$ cat src/rtl/rf_ctrl_pkg.sv
// Register-file writeback control: shared types and constants.
// Used by the arbiter top and the scoreboard.
package rf_ctrl_pkg;

  localparam int NUM_VREG = 16;
  localparam int NUM_SREG = 15;
  localparam int LANES    = 16;
  localparam int XLEN     = 32;

  localparam logic [3:0] PC_IDX      = 4'd15;
  localparam logic [2:0] CMD_VSCALAR = 3'b101;
  localparam logic [2:0] CMD_LOAD    = 3'b000;

  typedef logic [3:0] reg_idx_t;

  typedef logic [LANES-1:0][XLEN-1:0] lane_vec_t;

  typedef struct packed {
    logic      vec;
    logic [2:0] cmd;
    reg_idx_t  dst;
    lane_vec_t data;
  } wb_req_t;

  // A vector-side request with the vscalar command targets a scalar reg.
  function automatic logic tgt_scalar(
    input logic       vec,
    input logic [2:0] cmd
  );
    return !vec || (cmd == CMD_VSCALAR);
  endfunction

  // One-hot scalar mask; index 15 (PC) shifts out to all zeros.
  function automatic logic [NUM_SREG-1:0] smask(
    input reg_idx_t i
  );
    return NUM_SREG'(1) << i;
  endfunction

  function automatic logic [NUM_VREG-1:0] vmask(
    input reg_idx_t i
  );
    return NUM_VREG'(1) << i;
  endfunction

endpackage

$ cat src/rtl/rf_scoreboard.sv
// Busy-bit scoreboard: reserve on issue, release on writeback.
// Also answers read-operand hazard queries.
module rf_scoreboard
  import rf_ctrl_pkg::*;
(
  input  logic                clk,
  input  logic                rst,
  input  logic                issue_valid,
  input  logic                issue_vec,
  input  reg_idx_t            issue_dst,
  output logic                issue_ready,
  input  logic                clr_valid,
  input  logic                clr_scalar,
  input  reg_idx_t            clr_dst,
  input  logic                chk_vec,
  input  reg_idx_t            chk_ra1,
  input  reg_idx_t            chk_ra2,
  output logic                hazard,
  output logic [NUM_SREG-1:0] busy_s,
  output logic [NUM_VREG-1:0] busy_v
);

  logic                issue_free;
  logic [NUM_SREG-1:0] set_s;
  logic [NUM_SREG-1:0] clr_s;
  logic [NUM_VREG-1:0] set_v;
  logic [NUM_VREG-1:0] clr_v;

  // Destination is free when its busy bit is clear; PC is always free.
  always_comb begin
    issue_free = 1'b0;
    if (issue_vec) begin
      issue_free = ~|(busy_v & vmask(issue_dst));
    end else begin
      issue_free = ~|(busy_s & smask(issue_dst));
    end
  end

  assign issue_ready = rst & issue_valid & issue_free;

  // Decode the set and clear masks for this cycle.
  always_comb begin
    set_s = '0;
    set_v = '0;
    clr_s = '0;
    clr_v = '0;
    if (issue_ready) begin
      if (issue_vec) begin
        set_v = vmask(issue_dst);
      end else begin
        set_s = smask(issue_dst);
      end
    end
    if (clr_valid) begin
      if (clr_scalar) begin
        clr_s = smask(clr_dst);
      end else begin
        clr_v = vmask(clr_dst);
      end
    end
  end

  // Busy state; a fresh reservation wins over a release of the same reg.
  always_ff @(posedge clk or negedge rst) begin
    if (!rst) begin
      busy_s <= '0;
      busy_v <= '0;
    end else begin
      busy_s <= (busy_s & ~clr_s) | set_s;
      busy_v <= (busy_v & ~clr_v) | set_v;
    end
  end

  // Hazard when either queried source is reserved.
  always_comb begin
    hazard = 1'b0;
    if (chk_vec) begin
      hazard = |(busy_v & (vmask(chk_ra1) | vmask(chk_ra2)));
    end else begin
      hazard = |(busy_s & (smask(chk_ra1) | smask(chk_ra2)));
    end
  end

endmodule

$ cat src/rtl/regfile_wb_arbiter.sv
// Writeback arbiter between ALU and load unit with a starvation guard.
// Drives a registered register-file write port and the scoreboard.
module regfile_wb_arbiter
  import rf_ctrl_pkg::*;
#(
  parameter int STARVE_LIMIT = 4
) (
  input  logic                clk,
  input  logic                rst,
  input  logic                issue_valid,
  input  logic                issue_vec,
  input  logic [3:0]          issue_dst,
  output logic                issue_ready,
  input  logic                chk_vec,
  input  logic [3:0]          chk_ra1,
  input  logic [3:0]          chk_ra2,
  output logic                hazard,
  input  logic                alu_valid,
  input  logic                alu_vec,
  input  logic [2:0]          alu_cmd,
  input  logic [3:0]          alu_dst,
  input  lane_vec_t           alu_data,
  output logic                alu_ready,
  input  logic                ld_valid,
  input  logic                ld_vec,
  input  logic [3:0]          ld_dst,
  input  lane_vec_t           ld_data,
  output logic                ld_ready,
  output logic                rf_we3,
  output logic [3:0]          rf_ra3,
  output lane_vec_t           rf_wd3,
  output logic                rf_selec_v_s_w,
  output logic [2:0]          rf_cmd,
  output logic [NUM_SREG-1:0] busy_s,
  output logic [NUM_VREG-1:0] busy_v
);

  localparam int CW =
    (STARVE_LIMIT < 1) ? 1 : $clog2(STARVE_LIMIT + 1);
  localparam logic [CW-1:0] LIM = CW'(STARVE_LIMIT);

  logic [CW-1:0] starve_q;
  logic          ld_force;
  logic          alu_gnt;
  logic          ld_gnt;
  wb_req_t       req;
  logic          req_scalar;
  logic          req_wr;

  assign ld_force = ld_valid && (starve_q == LIM);
  assign alu_gnt  = rst && alu_valid && !ld_force;
  assign ld_gnt   = rst && ld_valid && (ld_force || !alu_valid);

  assign alu_ready = alu_gnt;
  assign ld_ready  = ld_gnt;

  // Count consecutive lost cycles of a pending load, saturating.
  always_ff @(posedge clk or negedge rst) begin
    if (!rst) begin
      starve_q <= '0;
    end else if (!ld_valid || ld_gnt) begin
      starve_q <= '0;
    end else if (starve_q != LIM) begin
      starve_q <= starve_q + 1'b1;
    end
  end

  // Select the winning request's fields.
  always_comb begin
    req = '0;
    unique case (1'b1)
      alu_gnt: begin
        req.vec  = alu_vec;
        req.cmd  = alu_cmd;
        req.dst  = alu_dst;
        req.data = alu_data;
      end
      ld_gnt: begin
        req.vec  = ld_vec;
        req.cmd  = CMD_LOAD;
        req.dst  = ld_dst;
        req.data = ld_data;
      end
      default: ;
    endcase
  end

  assign req_scalar = tgt_scalar(req.vec, req.cmd);

  // A grant to scalar PC is swallowed: no write, no busy change.
  assign req_wr = (alu_gnt || ld_gnt) &&
                  !(req_scalar && (req.dst == PC_IDX));

  // Write port register; data fields hold when nothing is written.
  always_ff @(posedge clk or negedge rst) begin
    if (!rst) begin
      rf_we3         <= 1'b0;
      rf_ra3         <= '0;
      rf_wd3         <= '0;
      rf_selec_v_s_w <= 1'b0;
      rf_cmd         <= '0;
    end else begin
      rf_we3 <= req_wr;
      if (req_wr) begin
        rf_ra3         <= req.dst;
        rf_wd3         <= req.data;
        rf_selec_v_s_w <= req.vec;
        rf_cmd         <= req.cmd;
      end
    end
  end

  rf_scoreboard u_sb (
    .clk         (clk),
    .rst         (rst),
    .issue_valid (issue_valid),
    .issue_vec   (issue_vec),
    .issue_dst   (issue_dst),
    .issue_ready (issue_ready),
    .clr_valid   (req_wr),
    .clr_scalar  (req_scalar),
    .clr_dst     (req.dst),
    .chk_vec     (chk_vec),
    .chk_ra1     (chk_ra1),
    .chk_ra2     (chk_ra2),
    .hazard      (hazard),
    .busy_s      (busy_s),
    .busy_v      (busy_v)
  );

endmodule

$ cat config.mk
export PLATFORM = sky130hd
export DESIGN_NAME = regfile_wb_arbiter
export DESIGN_NICKNAME = d
export VERILOG_FILES = /design/src/rtl/rf_ctrl_pkg.sv /design/src/rtl/rf_scoreboard.sv /design/src/rtl/regfile_wb_arbiter.sv
export SDC_FILE = /design/constraint.sdc
export NUM_CORES = 1
export LEC_CHECK = 0
export CORE_AREA = 10 10 618 620
export CTS_CLUSTER_SIZE = 10
export DETAILED_ROUTE_END_ITERATION = 10
export DIE_AREA = 0 0 628 630
export DONT_BUFFER_PORTS = 1
export SLEW_MARGIN = 20
export SYNTH_ARGS = -nofsm -noshare
export SYNTH_HDL_FRONTEND = slang
export SYNTH_SLANG_ARGS = --single-unit
$ cat constraint.sdc
create_clock -name clk -period 3.2 [get_ports clk]
set_input_delay 0.64 -clock clk [delete_from_list [all_inputs] [get_ports clk]]
set_output_delay 0.64 -clock clk [all_outputs]
set_load 0.02 [all_outputs]
## After elaboration in Yosys (flattened, before gate mapping)

Index checks and enable logic that the tools add are counted.
Widths: inputs -> output; s select.

- Logic and storage cells: 86
- Input port bits: 1056
- Register bits after elaboration: 555

- Multiplexer cells: 13
- Add/sub/neg operators: 1
- Shifts and indexed selects: 8
- Bitwise logic cells: 14
- Reduce and logical (&&, ||, !) cells: 23
- Equality and inequality tests: 4

Operators with widths:

| kind | number |
|---|---|
| $pmux 520 s2 | 1 |
| $mux 16 | 4 |
| $shl 1x4->16 const A | 4 |
| $mux 15 | 4 |
| $shl 1x4->15 const A | 4 |
| $and 16x16->16 | 3 |
| $and 15x15->15 | 3 |
| $or 16x16->16 | 2 |
| $reduce_or 16->1 | 2 |
| $or 15x15->15 | 2 |
| $reduce_or 15->1 | 2 |
| $not 16->16 | 1 |
| $not 15->15 | 1 |
| $logic_and 1x1->1 | 7 |
| $logic_not 1->1 | 7 |
| $eq 3x3->1 const B | 2 |
| $mux 3 | 2 |
| $eq 4x4->1 const B | 1 |
| $logic_or 1x1->1 | 4 |
| $add 3x1->3 const B | 1 |
| $ne 3x3->1 const B | 1 |
| $and 1x1->1 | 2 |
| $mux 1 | 2 |
| $reduce_bool 2->1 | 1 |

## Depth between registers and ports, before layout

- Depth after elaboration: 14
- Gate-level depth with buffers: 13

## Cells and area by module

From an unflattened synthesis, not the netlist that was laid out.

- Cell total of the unflattened synthesis: 2032
- Area, all modules: 27372.5 µm²

Modules (own cells, without submodules):

| module | cells an instance | area an instance (µm²) | times used | seq. area each (µm²) |
|---|---|---|---|---|
| regfile_wb_arbiter | 1770 | 25015.2 | 1 | 13112.6 |
| rf_scoreboard | 262 | 2357.3 | 1 | 775.7 |

## Worst setup path after synthesis

No wires, ideal clock.

- Path type: in2out
- From: in issue_dst[3]
- To: out issue_ready
- Required time: 2.560 ns
- Path slack: 0.357 ns
- Path buffers: 3
- Stages: 9
- Arrival: 2.203 ns
- Path through: clkbuf_1 -> clkbuf_1 -> buf_1 -> mux2i_1 -> nor2_1 -> a21oi_1 -> o21ai_0 -> nand3_1 -> o21a_1

- Cells in the longest elaborated chain, start to end: 6
- Elaborated cells on any way between the ends: 10
- Classes of those cells: shift: 2; mux: 1; bitwise: 3; reduce/logical: 4

Ends and longest elaborated chain:

| what | line | text |
|---|---|---|
| from (decl) | regfile_wb_arbiter.sv:12 | `input logic [3:0] issue_dst,` |
| $shl 1x4->16 / $shl 1x4->15 (equally long branches) | rf_ctrl_pkg.sv:43, rf_ctrl_pkg.sv:37 |  |
| $and 16x16->16 / $and 15x15->15 (equally long branches) | rf_scoreboard.sv:33, rf_scoreboard.sv:35 |  |
| $reduce_or 16->1 / $reduce_or 15->1 (equally long branches) | rf_scoreboard.sv:33, rf_scoreboard.sv:35 |  |
| $logic_not 1->1 (on tied branches) | rf_scoreboard.sv:33, rf_scoreboard.sv:35 |  |
| $mux 1 (*) | rf_scoreboard.sv:32 | `if (issue_vec) begin` |
| $and 1x1->1 (*) | rf_scoreboard.sv:39 | `assign issue_ready = rst & issue_valid & issue_free;` |
| to (decl) | regfile_wb_arbiter.sv:13 | `output logic issue_ready,` |

Mark *: on every way between the ends. The rest lies on a longest branch, timed or not.

## Worst setup path in the final report

- From: reg u_sb.busy_s[4]
- To: out issue_ready

- Cells in the longest elaborated chain, start to end: 5

Ends and longest elaborated chain:

| what | line | text |
|---|---|---|
| from (decl) | rf_scoreboard.sv:19 | `output logic [NUM_SREG-1:0] busy_s,` |
| from (signal assigned) | rf_scoreboard.sv:69 | `busy_s <= (busy_s & ~clr_s) \| set_s;` |
| $and 15x15->15 | rf_scoreboard.sv:35 | `issue_free = ~\|(busy_s & smask(issue_dst));` |
| $reduce_or 15->1 | rf_scoreboard.sv:35 |  |
| $logic_not 1->1 | rf_scoreboard.sv:35 |  |
| $mux 1 | rf_scoreboard.sv:32 |  |
| $and 1x1->1 | rf_scoreboard.sv:39 |  |

Every way passes these cells.

==> impl_results.rst <==
.. list-table::
   :header-rows: 1

   * - Metric
     - Value
   * - Status
     - finished clean
   * - Sinks on Clock Net
     - 555
   * - Detail-routed via count per cell
     - about 3.4
   * - Mean routed wirelength per cell
     - 39.8 µm
   * - Net Count, Synth
     - 3,658
   * - Worst IR Drop VDD
     - 0.371 mV
   * - Measured slew at the worst slew-check pin
     - 1030 ps
   * - Number of synthesized flops with an enable pin
     - 0
   * - Non-Filler Instances
     - approximately 8.5k
   * - Effective utilization at floorplan
     - 0.0676
   * - Syn Std Cell Area
     - 24,900 µm²
   * - Power per standard cell area
     - 591 nW/µm²
   * - Most frequent standard cell in the layout excluding fill and tap cells
     - nor2_1
   * - Maximum Capacitance Violations
     - 0
   * - Detail Placement HPWL
     - 299,000 µm
   * - Most frequent cells in the layout
     - nor2_1, dlygate4sd3_1, dfrtp_1
   * - Largest net degree at the start of global routing
     - 145
   * - Die height
     - 630 µm
   * - Max transition margin
     - 0.311
   * - Number of global-route vias before repair
     - 26.9k
   * - TritonCTS clock tree
     - yes
   * - Post-synthesis mux area share
     - 0.00121
   * - Clock latency of the later-clocked register in the worst-skew pair
     - 810 ps
   * - Total number of placement rows
     - 223
   * - Data arrival time of the critical path
     - ~2500 ps
   * - WL final
     - between 300,000 and 400,000 µm
   * - Adder-cell share of the synthesized area
     - 0.00100
   * - Chip Width
     - 628 µm
   * - Leakage
     - 15.7 nW
   * - H-Tree Level Count
     - 3
   * - Critical-path maximum fanout
     - 4
   * - Global-route wire length before repair
     - around 400,000 µm
   * - Path category of the worst min-delay check
     - in2reg
   * - Number of cells in the design after placement
     - 7,589
   * - Final Hold Viols
     - 0
   * - Fmax
     - roughly 0.32 GHz
   * - Die area
     - 396,000 µm²
   * - Synth Area in Compound Gates
     - 0.216
   * - First-pass iteration count of the detailed router
     - 7
   * - Number of synthesis warnings
     - 0
   * - Minimum setup slack after placement
     - -1120 ps
   * - Drt first-iter violations
     - approximately 3.3k
   * - Type of the setup path with the least slack
     - reg2out
   * - Setup violators final
     - 0
   * - Setup TNS after final layout
     - 0 ps
   * - Gate Count Post-Synth
     - ~2.6k
   * - Layout cell share with drive strength beyond 1
     - 0.126
   * - Worst Setup End Kind
     - primary output
   * - Floorplan core area
     - ~370,000 µm²
   * - Drc violations
     - 0
   * - Largest family of logic cells by synthesized area
     - compound AO/OA/AOI/OAI gates
   * - Type of origin of the critical path
     - register
   * - Leading register cell type out of synthesis
     - dfrtp_1
   * - Post-synthesis xor/xnor area fraction
     - 0.000352
   * - Simple-gate share of the synthesized area
     - 0.180
   * - Sequential cell area fraction in the yosys report
     - 0.558
   * - Synth Register Bits
     - 555
   * - Area delta synth->final
     - 69.9%
   * - Final estimated routing congestion in global placement
     - approximately 1.1
   * - Max-slew violation count
     - 0
   * - Final ANT Viol Nets
     - 0
   * - Hold Worst Slack
     - ~52 ps
   * - RSZ-0062 raised after global routing
     - no
   * - Final critical path time including I/O delays and setup
     - 3120 ps
   * - Clock Path Buffers
     - 4
   * - Count of input and output buffers
     - 0
   * - Clock buffer count from CTS
     - 84
   * - Library cells used by synthesis
     - 50
   * - I/O pin count
     - 1,612
   * - GRT Util Overall
     - 0.161
   * - Total number of vias
     - a little under 30k
   * - Initial antenna violation count
     - 324
   * - Fin nets
     - 4,418
   * - Library cell used as clock root buffer
     - clkbuf_16
   * - Final Cycle Share
     - 0.976
   * - Worst clock skew on the final layout
     - roughly 35 ps
   * - Clock-pin slew of the registers on the worst-case setup and hold paths
     - 60 ps
   * - Final worst-path setup slack
     - 77.7 ps
   * - CP Data Required Time
     - 2560 ps
   * - Async set-reset flop share out of synthesis
     - 1.00
   * - Mean area per synthesized cell
     - 9.58 µm²
   * - Sum of overflow across all layers after global routing
     - 0
## kinds of logic (layout without fill, tap and decap cells)
family | after synthesis | after routing
fa+ha+maj | 2 | 2
xor+xnor | 1 | 1
flops | 555 | 555
compound gates | 652 | 652
buf+inv | 247 | 1053
mux | 3 | 3
other cells | 0 | 163
simple gates | 1140 | 1140
## path summary, 6_finish.rpt
kind | start | to | slack, ps | cells past startpoint
max | u_sb.busy_s[4] | issue_ready | 80 | 7
min | ld_data[459] | rf_wd3[459] | 50 | 2
max reg2reg | starve_q[0] | rf_wd3[428] | 180 | 13
min reg2reg | starve_q[1] | starve_q[1] | 580 | 2
max in group asynchronous | rst | rf_wd3[92] | 880 | 4
min in group asynchronous | rst | rf_wd3[24] | 80 | 3
## report_power, final
part	total, mW	leakage (nW)	internal (mW)	switching, mW
combinational	3.79	7.79	1.66	2.13
clock	9.21	1.25	5.29	3.91
sequential	12.0	6.65	7.89	4.13
## synth_stat cells (4+ instances only)
cell | number | area share
o31ai_1 | 8 | 0.0024
clkbuf_1 | 158 | 0.024
buf_1 | 7 | 0.0011
o22ai_1 | 19 | 0.0048
nor2_1 | 1043 | 0.16
nand4_1 | 6 | 0.0015
a31oi_1 | 4 | 0.0010
nand3b_1 | 7 | 0.0021
nand2b_1 | 15 | 0.0038
o21ai_0 | 57 | 0.011
nand3_1 | 10 | 0.0020
a21oi_1 | 9 | 0.0018
buf_2 | 39 | 0.0078
buf_4 | 35 | 0.011
nand2_1 | 23 | 0.0035
nor3b_1 | 4 | 0.0012
nor2b_1 | 5 | 0.0013
a221oi_1 | 517 | 0.18
or2_2 | 11 | 0.0028
inv_1 | 5 | 0.00075
dfrtp_1 | 555 | 0.56
and3_1 | 4 | 0.0010
a22oi_1 | 16 | 0.0048
## per-layer routing
layer | share of wire | track usage | vias to the layer above
met4 | 0.050 | 0.0670 | 138
li1 | - | - | 11300
met1 | 0.31 | 0.149 | 14200
met5 | 0.0043 | 0.0139 | -
met2 | 0.47 | 0.271 | 2694
met3 | 0.16 | 0.117 | 862
## final cells by class
cell class              count  area, µm²
well taps                4950       6190
inverters                   8       71.3
flip-flops and latches    555      13900
clock buffers             109       2310
multi-input cells        1798       9940
diodes                    163        408
fillers                 42000     326000
clock inverters            23        263
repair buffers            913       9250
## through the flow
step                total power [mW]  utilization  area (µm²)
finish                          25.0        0.115       42300
CTS                             25.5        0.113       41800
global placement                14.9       0.0885       32600
detailed placement              15.1       0.0888       32700
global route                    26.1        0.114       42200
floorplan                       11.4            -       24900
## registers in the layout, summed over array words and instances (netlist names)
signal and count:
u_sb.busy_v 16, rf_cmd 3, rf_selec_v_s_w 1, rf_we3 1
starve_q 3, u_sb.busy_s 15, rf_ra3 4, rf_wd3 512
## critical path, cell delays in order, from the launching register on
cell,delay (ps)
dfrtp_1,540
nand3b_1,120
a211o_1,300
nand4_1,140
a21o_1,170
nor2_1,50
o21a_2,240
buf_12,140
## timing repair
action / in CTS / in global routing
pin swaps: 0 / 2
gates resized for setup: 8 / 16
gates cloned: 3 / 2
setup endpoints to repair: 313 / 27
hold buffers: 629 / 0
setup buffers: 0 / 1
endpoints found under the hold margin: 647 / 0
Power figures use the tool's default switching activity.
